File: src/rtl/branch_resolve_unit.sv
// Branch/jump resolution for a MIPS32-style EXEC stage: decode, link write, delay-slot tracking, redirect.
// Optional statistics counters are compiled in with `define BRANCH_STATS_EN.
module branch_resolve_unit #(
  parameter int unsigned DELAY_SLOTS = 1,
  parameter int unsigned CNT_W       = 16
) (
  input  logic              clk,
  input  logic              reset,
  input  logic              exec,
  input  logic              stall,
  input  logic [31:0]       instruction_word,
  input  logic [31:0]       pc,
  input  logic [31:0]       rs_data,
  input  logic [31:0]       rt_data,
  output logic              link_we,
  output logic [4:0]        link_addr,
  output logic [31:0]       link_data,
  output logic              redirect_valid,
  output logic [31:0]       redirect_target,
  output logic              pending,
  output logic              slot_err
`ifdef BRANCH_STATS_EN
  ,
  output logic [CNT_W-1:0]  branch_count,
  output logic [CNT_W-1:0]  taken_count
`endif
);

  localparam logic [5:0] OP_SPECIAL = 6'h00;
  localparam logic [5:0] OP_REGIMM  = 6'h01;
  localparam logic [5:0] OP_J       = 6'h02;
  localparam logic [5:0] OP_JAL     = 6'h03;
  localparam logic [5:0] OP_BEQ     = 6'h04;
  localparam logic [5:0] OP_BNE     = 6'h05;
  localparam logic [5:0] OP_BLEZ    = 6'h06;
  localparam logic [5:0] OP_BGTZ    = 6'h07;
  localparam logic [5:0] FN_JR      = 6'h08;
  localparam logic [5:0] FN_JALR    = 6'h09;
  localparam logic [4:0] RT_BLTZ    = 5'h00;
  localparam logic [4:0] RT_BGEZ    = 5'h01;
  localparam logic [4:0] RT_BLTZAL  = 5'h10;
  localparam logic [4:0] RT_BGEZAL  = 5'h11;
  localparam logic [1:0] SLOTS      = 2'(DELAY_SLOTS);

  typedef enum logic [1:0] {IDLE, PENDING, REDIRECT} state_e;

  state_e      state_q, state_d;
  logic [1:0]  cnt_q, cnt_d;
  logic [31:0] target_q, target_d;
  logic        slot_err_q, slot_err_d;

  logic        accept;
  logic        is_cf, taken, link;
  logic [4:0]  link_rd;
  logic [31:0] tgt;
  logic [31:0] pc_plus4, br_tgt, jmp_tgt;
  logic        rs_neg, rs_zero;
  logic [5:0]  op, funct;
  logic [4:0]  rt_f, rd_f;

  assign accept   = exec & ~stall;
  assign op       = instruction_word[31:26];
  assign rt_f     = instruction_word[20:16];
  assign rd_f     = instruction_word[15:11];
  assign funct    = instruction_word[5:0];
  assign pc_plus4 = pc + 32'd4;
  assign br_tgt   = pc_plus4 + {{14{instruction_word[15]}}, instruction_word[15:0], 2'b00};
  assign jmp_tgt  = {pc_plus4[31:28], instruction_word[25:0], 2'b00};
  assign rs_neg   = rs_data[31];
  assign rs_zero  = (rs_data == '0);

  always_comb begin
    is_cf   = 1'b0;
    taken   = 1'b0;
    link    = 1'b0;
    link_rd = 5'd31;
    tgt     = br_tgt;
    unique case (op)
      OP_SPECIAL: begin
        if (funct == FN_JR || funct == FN_JALR) begin
          is_cf = 1'b1;
          taken = 1'b1;
          tgt   = rs_data;
          if (funct == FN_JALR) begin
            link    = 1'b1;
            link_rd = rd_f;
          end
        end
      end
      OP_REGIMM: begin
        unique case (rt_f)
          RT_BLTZ:   begin is_cf = 1'b1; taken = rs_neg;  end
          RT_BGEZ:   begin is_cf = 1'b1; taken = ~rs_neg; end
          RT_BLTZAL: begin is_cf = 1'b1; taken = rs_neg;  link = 1'b1; end
          RT_BGEZAL: begin is_cf = 1'b1; taken = ~rs_neg; link = 1'b1; end
          default: ;
        endcase
      end
      OP_J:    begin is_cf = 1'b1; taken = 1'b1; tgt = jmp_tgt; end
      OP_JAL:  begin is_cf = 1'b1; taken = 1'b1; tgt = jmp_tgt; link = 1'b1; end
      OP_BEQ:  begin is_cf = 1'b1; taken = (rs_data == rt_data); end
      OP_BNE:  begin is_cf = 1'b1; taken = (rs_data != rt_data); end
      OP_BLEZ: begin is_cf = 1'b1; taken = rs_neg | rs_zero; end
      OP_BGTZ: begin is_cf = 1'b1; taken = ~rs_neg & ~rs_zero; end
      default: ;
    endcase
  end

  always_ff @(posedge clk or posedge reset) begin
    if (reset) begin
      state_q    <= IDLE;
      cnt_q      <= '0;
      target_q   <= '0;
      slot_err_q <= 1'b0;
    end else begin
      state_q    <= state_d;
      cnt_q      <= cnt_d;
      target_q   <= target_d;
      slot_err_q <= slot_err_d;
    end
  end

  // REDIRECT behaves as IDLE for a newly accepted taken branch, so the pulse can chain.
  always_comb begin
    state_d    = state_q;
    cnt_d      = cnt_q;
    target_d   = target_q;
    slot_err_d = slot_err_q;
    unique case (state_q)
      IDLE, REDIRECT: begin
        state_d = IDLE;
        if (accept && is_cf && taken) begin
          target_d = tgt;
          if (DELAY_SLOTS == 0) begin
            state_d = REDIRECT;
          end else begin
            state_d = PENDING;
            cnt_d   = SLOTS;
          end
        end
      end
      PENDING: begin
        if (accept) begin
          if (is_cf) slot_err_d = 1'b1;
          cnt_d = cnt_q - 2'd1;
          if (cnt_q == 2'd1) state_d = REDIRECT;
        end
      end
      default: state_d = IDLE;
    endcase
  end

  always_comb begin
    link_we         = accept & link;
    link_addr       = link_rd;
    link_data       = pc + 32'd8;
    redirect_valid  = (state_q == REDIRECT);
    pending         = (state_q == PENDING);
    redirect_target = target_q;
    slot_err        = slot_err_q;
  end

`ifdef BRANCH_STATS_EN
  logic [CNT_W-1:0] br_cnt_q, tk_cnt_q;

  always_ff @(posedge clk or posedge reset) begin
    if (reset) begin
      br_cnt_q <= '0;
      tk_cnt_q <= '0;
    end else if (accept && is_cf) begin
      if (br_cnt_q != '1) br_cnt_q <= br_cnt_q + 1'b1;
      if (taken && tk_cnt_q != '1) tk_cnt_q <= tk_cnt_q + 1'b1;
    end
  end

  assign branch_count = br_cnt_q;
  assign taken_count  = tk_cnt_q;
`endif

endmodule
File: config.mk
export PLATFORM = sky130hd
export DESIGN_NAME = branch_resolve_unit
export DESIGN_NICKNAME = d
export VERILOG_FILES = /design/src/rtl/branch_resolve_unit.sv
export SDC_FILE = /design/constraint.sdc
export NUM_CORES = 1
export LEC_CHECK = 0
export CAP_MARGIN = 0
export CORE_MARGIN = 4
export CORE_UTILIZATION = 45
export CTS_BUF_LIST = sky130_fd_sc_hd__clkbuf_4
export CTS_CLUSTER_SIZE = 16
export DETAILED_ROUTE_END_ITERATION = 8
export GPL_TIMING_DRIVEN = 0
export HOLD_SLACK_MARGIN = 0.03
export PLACE_DENSITY = 0.84
export SLEW_MARGIN = 0
export SYNTH_ARGS = -nofsm -noshare
export SYNTH_HDL_FRONTEND = slang
export SYNTH_SLANG_ARGS = --single-unit
File: constraint.sdc
create_clock -name clk -period 5.1 [get_ports clk]
set_clock_uncertainty 0.15 [all_clocks]
set_input_delay 1.275 -clock clk [delete_from_list [all_inputs] [get_ports clk]]
set_output_delay 1.275 -clock clk [all_outputs]
set_load 0.005 [all_outputs]
; Yosys cells after proc, flatten, opt, wreduce, memory -nomap -nowiden
; Cells that the tools add are included.
[totals]
in_bits = 132
ff_bits = 37
out_inout_bits = 73
elab_cells = 75
[op_classes]
mux = 21
bitwise = 7
n_addsub = 4
n_reduce_logical = 19
n_eq_ne = 20
[op_table]
columns = cell, count
row1 = case mux 32 bit (2 select lines), 1
row2 = adder 32 x 3 -> 32 bit (second input constant), 1
row3 = adder 32 bit, 1
row4 = adder 32 x 4 -> 32 bit (second input constant), 1
row5 = == test 32 bit, 1
row6 = logical NOT 32 bit, 1
row7 = two-way mux 32 bit, 1
row8 = != test 32 bit, 1
row9 = == test 6 x 3 -> 1 bit (second input constant), 4
row10 = two-way mux 5 bit, 3
row11 = == test 6 x 2 -> 1 bit (second input constant), 2
row12 = == test 6 x 4 -> 1 bit (second input constant), 2
row13 = == test 5 bit (second input constant), 2
row14 = OR reduction 2 bit, 5
row15 = two-way mux 2 bit, 4
row16 = case mux 2 bit (2 select lines), 2
row17 = case mux 1 bit (7 select lines), 1
row18 = == test 6 x 1 -> 1 bit (second input constant), 1
row19 = logical NOT 6 bit, 1
row20 = two-way mux 1 bit, 6
row21 = case mux 1 bit (3 select lines), 2
row22 = AND reduction 3 bit, 2
row23 = OR reduction 6 bit, 1
row24 = == test 5 x 1 -> 1 bit (second input constant), 1
row25 = 16 further kinds, 24

; Depth between registers and ports, before layout
[logic_depth]
ltp_word = 8
depth_mapped = 20

; Worst setup path after synthesis
; Ideal clock, no wire load.
[synth_timing]
kind = input to register
from = in pc[3]
to = reg target_q[25] (netlist: redirect_target[25])
t_arrival_ns = 4.562
path_slack_ns = 0.254
path_stages = 19
cell_sequence = ha_1 > and3_1 > buf_2 > and3_1 > buf_2 > and2_1 > nand2_1 > nor2_1 > xor2_1 > ha_1 > and2_1 > a221oi_2 > nand2b_1 > nand4_1 > a221o_1 > a21oi_1 > xnor2_1 > a222oi_1 > o21ai_0
[synth_between]
elab_chain_cells = 4
[synth_rtl]
columns = item, line_no
row1 = start: declaration, 12  ; input logic [31:0] pc,
row2 = adder 32 x 3 -> 32 bit (*), 66  ; assign pc_plus4 = pc + 32'd4;
row3 = adder 32 bit (*), 67  ; assign br_tgt = pc_plus4 + {{14{instruction_word[15]}}, instruction_word[15:0], 2'b00};
row4 = two-way mux 32 bit, 80  ; if (funct == FN_JR || funct == FN_JALR) begin
row5 = case mux 32 bit (2 select lines) (*), 78  ; unique case (op)
row6 = end signal: assignment, 118  ; target_q <= target_d;
row7 = end: declaration, 49  ; logic [31:0] target_q, target_d;
; Every way passes the cells marked *; elsewhere a longest branch is shown, timed or not.
; A chain may end at the register's enable or synchronous reset.

; Worst setup path in the final report
[layout_timing]
from = in instruction_word[2]
to = out link_addr[0]
[layout_between]
elab_chain_cells = 4
word_cells_on_any_way = 6
classes_between = eq/ne (2) / mux (3) / reduce/logical (1)
[layout_rtl]
columns = item, line_no
row1 = start: declaration, 11  ; input logic [31:0] instruction_word,
row2 = "== test 6 x 4 -> 1 bit, on equally long branches", "80, 84"
row3 = two-way mux 5 bit / logical OR 1 bit (equally long branches), "84, 80"
row4 = two-way mux 5 bit (*), 80
row5 = two-way mux 5 bit (*), 78
row6 = end: declaration, 16  ; output logic [4:0] link_addr,
; Marked as above.

==> impl_results.md <==
- Post-route core utilization: 69.23%
- CP max-delay cell: or4b_4
- CTS tree: built
- Asr flop ratio synth: 100.0%
- Crit path kind: in2out
- Post-synth top area share: 18.68%
- Final hold violation count: 0
- CTS Buffer Depth: 2
- Post-synth top flop: dfrtp_1
- Peak supply drop: roughly 0.00011 V
- Synth Instances: approximately 640
- Largest area contributor in the netlist: dfrtp_1
- Pwr Total: 1189 uW
- Cell Rows: 38
- Relative slew slack: between 30% and 40%
- Worst hold slack: about 0.34 ns
- DP HPWL: 16.48 mm
- Chip width: ~110 um
- PD cells: 159.1 nW/um2
- Mapped Area: a little under 5000 um2
- Ys Warns: 0
- CP cell instances: dlygate4sd2_1 -> or4b_4 -> nor3_4 -> nand2_2 -> nor2_4 -> buf_8 -> nand2_4 -> or2_2 -> clkdlybuf4s50_1
- Crit path launch type: input port
- Yosys cell types: 65
- Synthesized flop and latch total: 37
- CP Capture Type: output port
- Die footprint: approximately 13000 um2
- Routed WL: around 20 mm
- Number of fill cells in the layout: between 800 and 900
- Core footprint: ~11000 um2
- Initial antenna violation count: 1
- Number of DRC violations after detailed-routing iteration 0: just under 500
- Peak Freq: between 150 and 200 MHz
- Slew Viols, Final: 0
- I/O Buffers: 200
- Largest net degree at the start of global routing: 38
- DRT antenna net count: 0
- First-pass GRT wire length: 31.08 mm
- Post-synth EDFFs: 0
- HP Class: reg2reg
- Area growth syn-to-layout: 50.77%
- Share of cells above drive strength 1: roughly a tenth
- Reg clk slew, reported paths: about 0.11 ns
- Cell family with most CP delay: simple AND/OR/NAND/NOR gates
- Wire length per cell: ~20 um
- RSZ-0062 raised after global routing: yes
- Setup ws final: 0.06536 ns
- Least-Margin Pin Slew: just over 0.9 ns
- Clock Latency Late Sink: 0.37 ns
- Critical Path RT: approximately 3.7 ns
- Top cells by area, synth: dfrtp_1 19%, xor2_1 11%, ha_1 8.8%
- Place WS: -0.9888 ns
- Clock Tree Root: clkbuf_4
- Drt first pass iters: 8
- Worst path arrival time: 3.61 ns
- Max-Cap Viols: 0
- CTS Sinks: 37
- Leakage dissipation: 0.003059 uW
- Bufs and invs on worst path: 3
- CTS Buf Count: 5
- Status: finished clean
- Vias in the first global route: just under 6000
- Total gr overflow: 0
- Multi-input logic area: slightly below 4000 um2
- Starting Density: 45.92%
- # IOs: 205
- DIE HEIGHT: 112.9 um
- Max incr delay on CP: 0.57 ns
- Via count: roughly 6000
- Period utilization: 98.72%
- Net Count, Synth: a little over 800
- Sequential element share of the synthesized area: between 10% and 20%
- Routed vias/inst: ~6.0
- Final net count: about 1000
- DRC violations left: 0
- Final min period: roughly 5.0 ns
- Final setup violation count: 0
- Worst-path fanout max: 6
- Mapped Avg Cell Area: 7.768 um2
- RD Place Congestion: between 1 and 1.5
- Seq. cell area: roughly 900 um2
- CTS HTree Levels: 2
- GRT Total Usage: 30.39%
-- worst paths after layout --
kind | from | endpoint | slack [ns] | cells past startpoint
worst max-delay path | instruction_word[2] | link_addr[0] | 0.07 | 9
worst min-delay path | redirect_target[4] | redirect_target[4] | 0.34 | 2
worst max register to register | state_q[0] | redirect_target[19] | 3.24 | 6
worst min register to register | redirect_target[4] | redirect_target[4] | 0.34 | 2
max in group asynchronous | reset | redirect_target[14] | 3.07 | 2
min in group asynchronous | reset | redirect_target[26] | 1.20 | 2
-- worst register-to-register path, cell delays in order, from the launching register on --
cell and delay [ns]:
dfrtp_1 0.43, nor2_1 0.22, o311a_1 0.21, buf_2 0.21, buf_2 0.33, nor2_1 0.08
a41oi_1 0.16
-- state kept, by name, summed over array words and instances (netlist names) --
name and cells:
cnt_q 2, slot_err 1, redirect_target 32, state_q 2
-- final cells by class --
class / count / area share (%)
Clock inverter: 3 / 0.5526
Antenna cell: 1 / 0.03349
Tap cell: 140 / 2.344
Multi-Input combinational cell: 552 / 53.13
Buffer: 26 / 1.792
Clock buffer: 5 / 0.5023
Inverter: 21 / 1.055
Timing Repair Buffer: 214 / 28.20
Sequential cell: 37 / 12.39
-- power by group --
part           internal (uW)  switching, uW  leakage (uW)
clock                    101            110     0.0000389
sequential               319           16.8      0.000506
combinational            325            317       0.00251
-- logic make-up (layout without fill, tap and decap cells) --
| group | after synthesis | in the layout | share of synthesized area [%] |
|---|---|---|---|
| XOR/XNOR | 111 | 111 | 19.62 |
| multiplexers | 6 | 6 | 1.313 |
| adder cells (fa/ha/maj) | 36 | 36 | 9.240 |
| flip-flops | 37 | 37 | 18.68 |
| buffers and inverters | 49 | 269 | 4.166 |
| AO/OA/AOI/OAI | 162 | 162 | 22.90 |
| other | 0 | 1 | 0 |
| AND/OR/NAND/NOR | 237 | 237 | 24.08 |
-- cells in the final DEF (no fill, tap or decap), types with 6 or more instances in the layout --
| cell type | netlist | final |
|---|---|---|
| clkdlybuf4s50_1 | 0 | 187 |
| nand2_1 | 74 | 71 |
| xor2_1 | 61 | 61 |
| xnor2_1 | 50 | 49 |
| nor2_1 | 50 | 44 |
| dfrtp_1 | 37 | 37 |
| a21oi_1 | 36 | 32 |
| o21ai_0 | 32 | 32 |
| ha_1 | 35 | 30 |
| inv_1 | 21 | 20 |
| nand3_1 | 20 | 18 |
| buf_4 | 3 | 18 |
| a222oi_1 | 17 | 17 |
| nor4_1 | 16 | 16 |
| nor3_1 | 14 | 14 |
| nand4_1 | 14 | 14 |
| clkbuf_1 | 16 | 13 |
| a21o_1 | 10 | 10 |
| and3_1 | 13 | 9 |
| o21bai_1 | 8 | 8 |
| dlygate4sd2_1 | 0 | 8 |
| nand2b_1 | 7 | 7 |
| buf_2 | 9 | 7 |
| a31oi_1 | 7 | 7 |
| o22ai_1 | 7 | 7 |
| a22oi_1 | 6 | 6 |
-- layer usage --
| layer | share of wire (%) | global-route usage (%) | vias to the layer above |
|---|---|---|---|
| met5 | 0 | 0 | - |
| met4 | 3.1 | 10.10 | 0 |
| met3 | 8.6 | 4.492 | 54 |
| met2 | 48 | 52.45 | 337 |
| met1 | 40 | 38.88 | 2829 |
| li1 | - | - | 2779 |
-- repair_timing --
action,CTS,global route
gates cloned,0,0
gates resized for setup,33,29
pin swaps,8,10
endpoints found under the setup margin,25,23
hold buffers,0,0
setup buffers,10,4
-- metrics by stage --
| step | cells | setup TNS, ns | area, um2 |
|---|---|---|---|
| global placement | 978 | -14.32 | 7133 |
| detailed placement | 978 | -15.76 | 7133 |
| global route | 999 | -0.2655 | 7472 |
| CTS | 995 | 0 | 7345 |
| finish | 999 | 0 | 7472 |
| floorplan | 638 | 0 | 4956 |
-- synth_stat cells (6+ instances only) --
| library cell | number |
|---|---|
| ha_1 | 35 |
| a21oi_1 | 36 |
| and3_1 | 13 |
| nand4_1 | 14 |
| nor4_1 | 16 |
| o21bai_1 | 8 |
| xor2_1 | 61 |
| nor2_1 | 50 |
| a22oi_1 | 6 |
| dfrtp_1 | 37 |
| inv_1 | 21 |
| a222oi_1 | 17 |
| clkbuf_1 | 16 |
| nand2_1 | 74 |
| a21o_1 | 10 |
| a31oi_1 | 7 |
| o22ai_1 | 7 |
| nand3_1 | 20 |
| xnor2_1 | 50 |
| buf_2 | 9 |
| nand2b_1 | 7 |
| nor3_1 | 14 |
| o21ai_0 | 32 |
(Power assumes the default switching activity.)
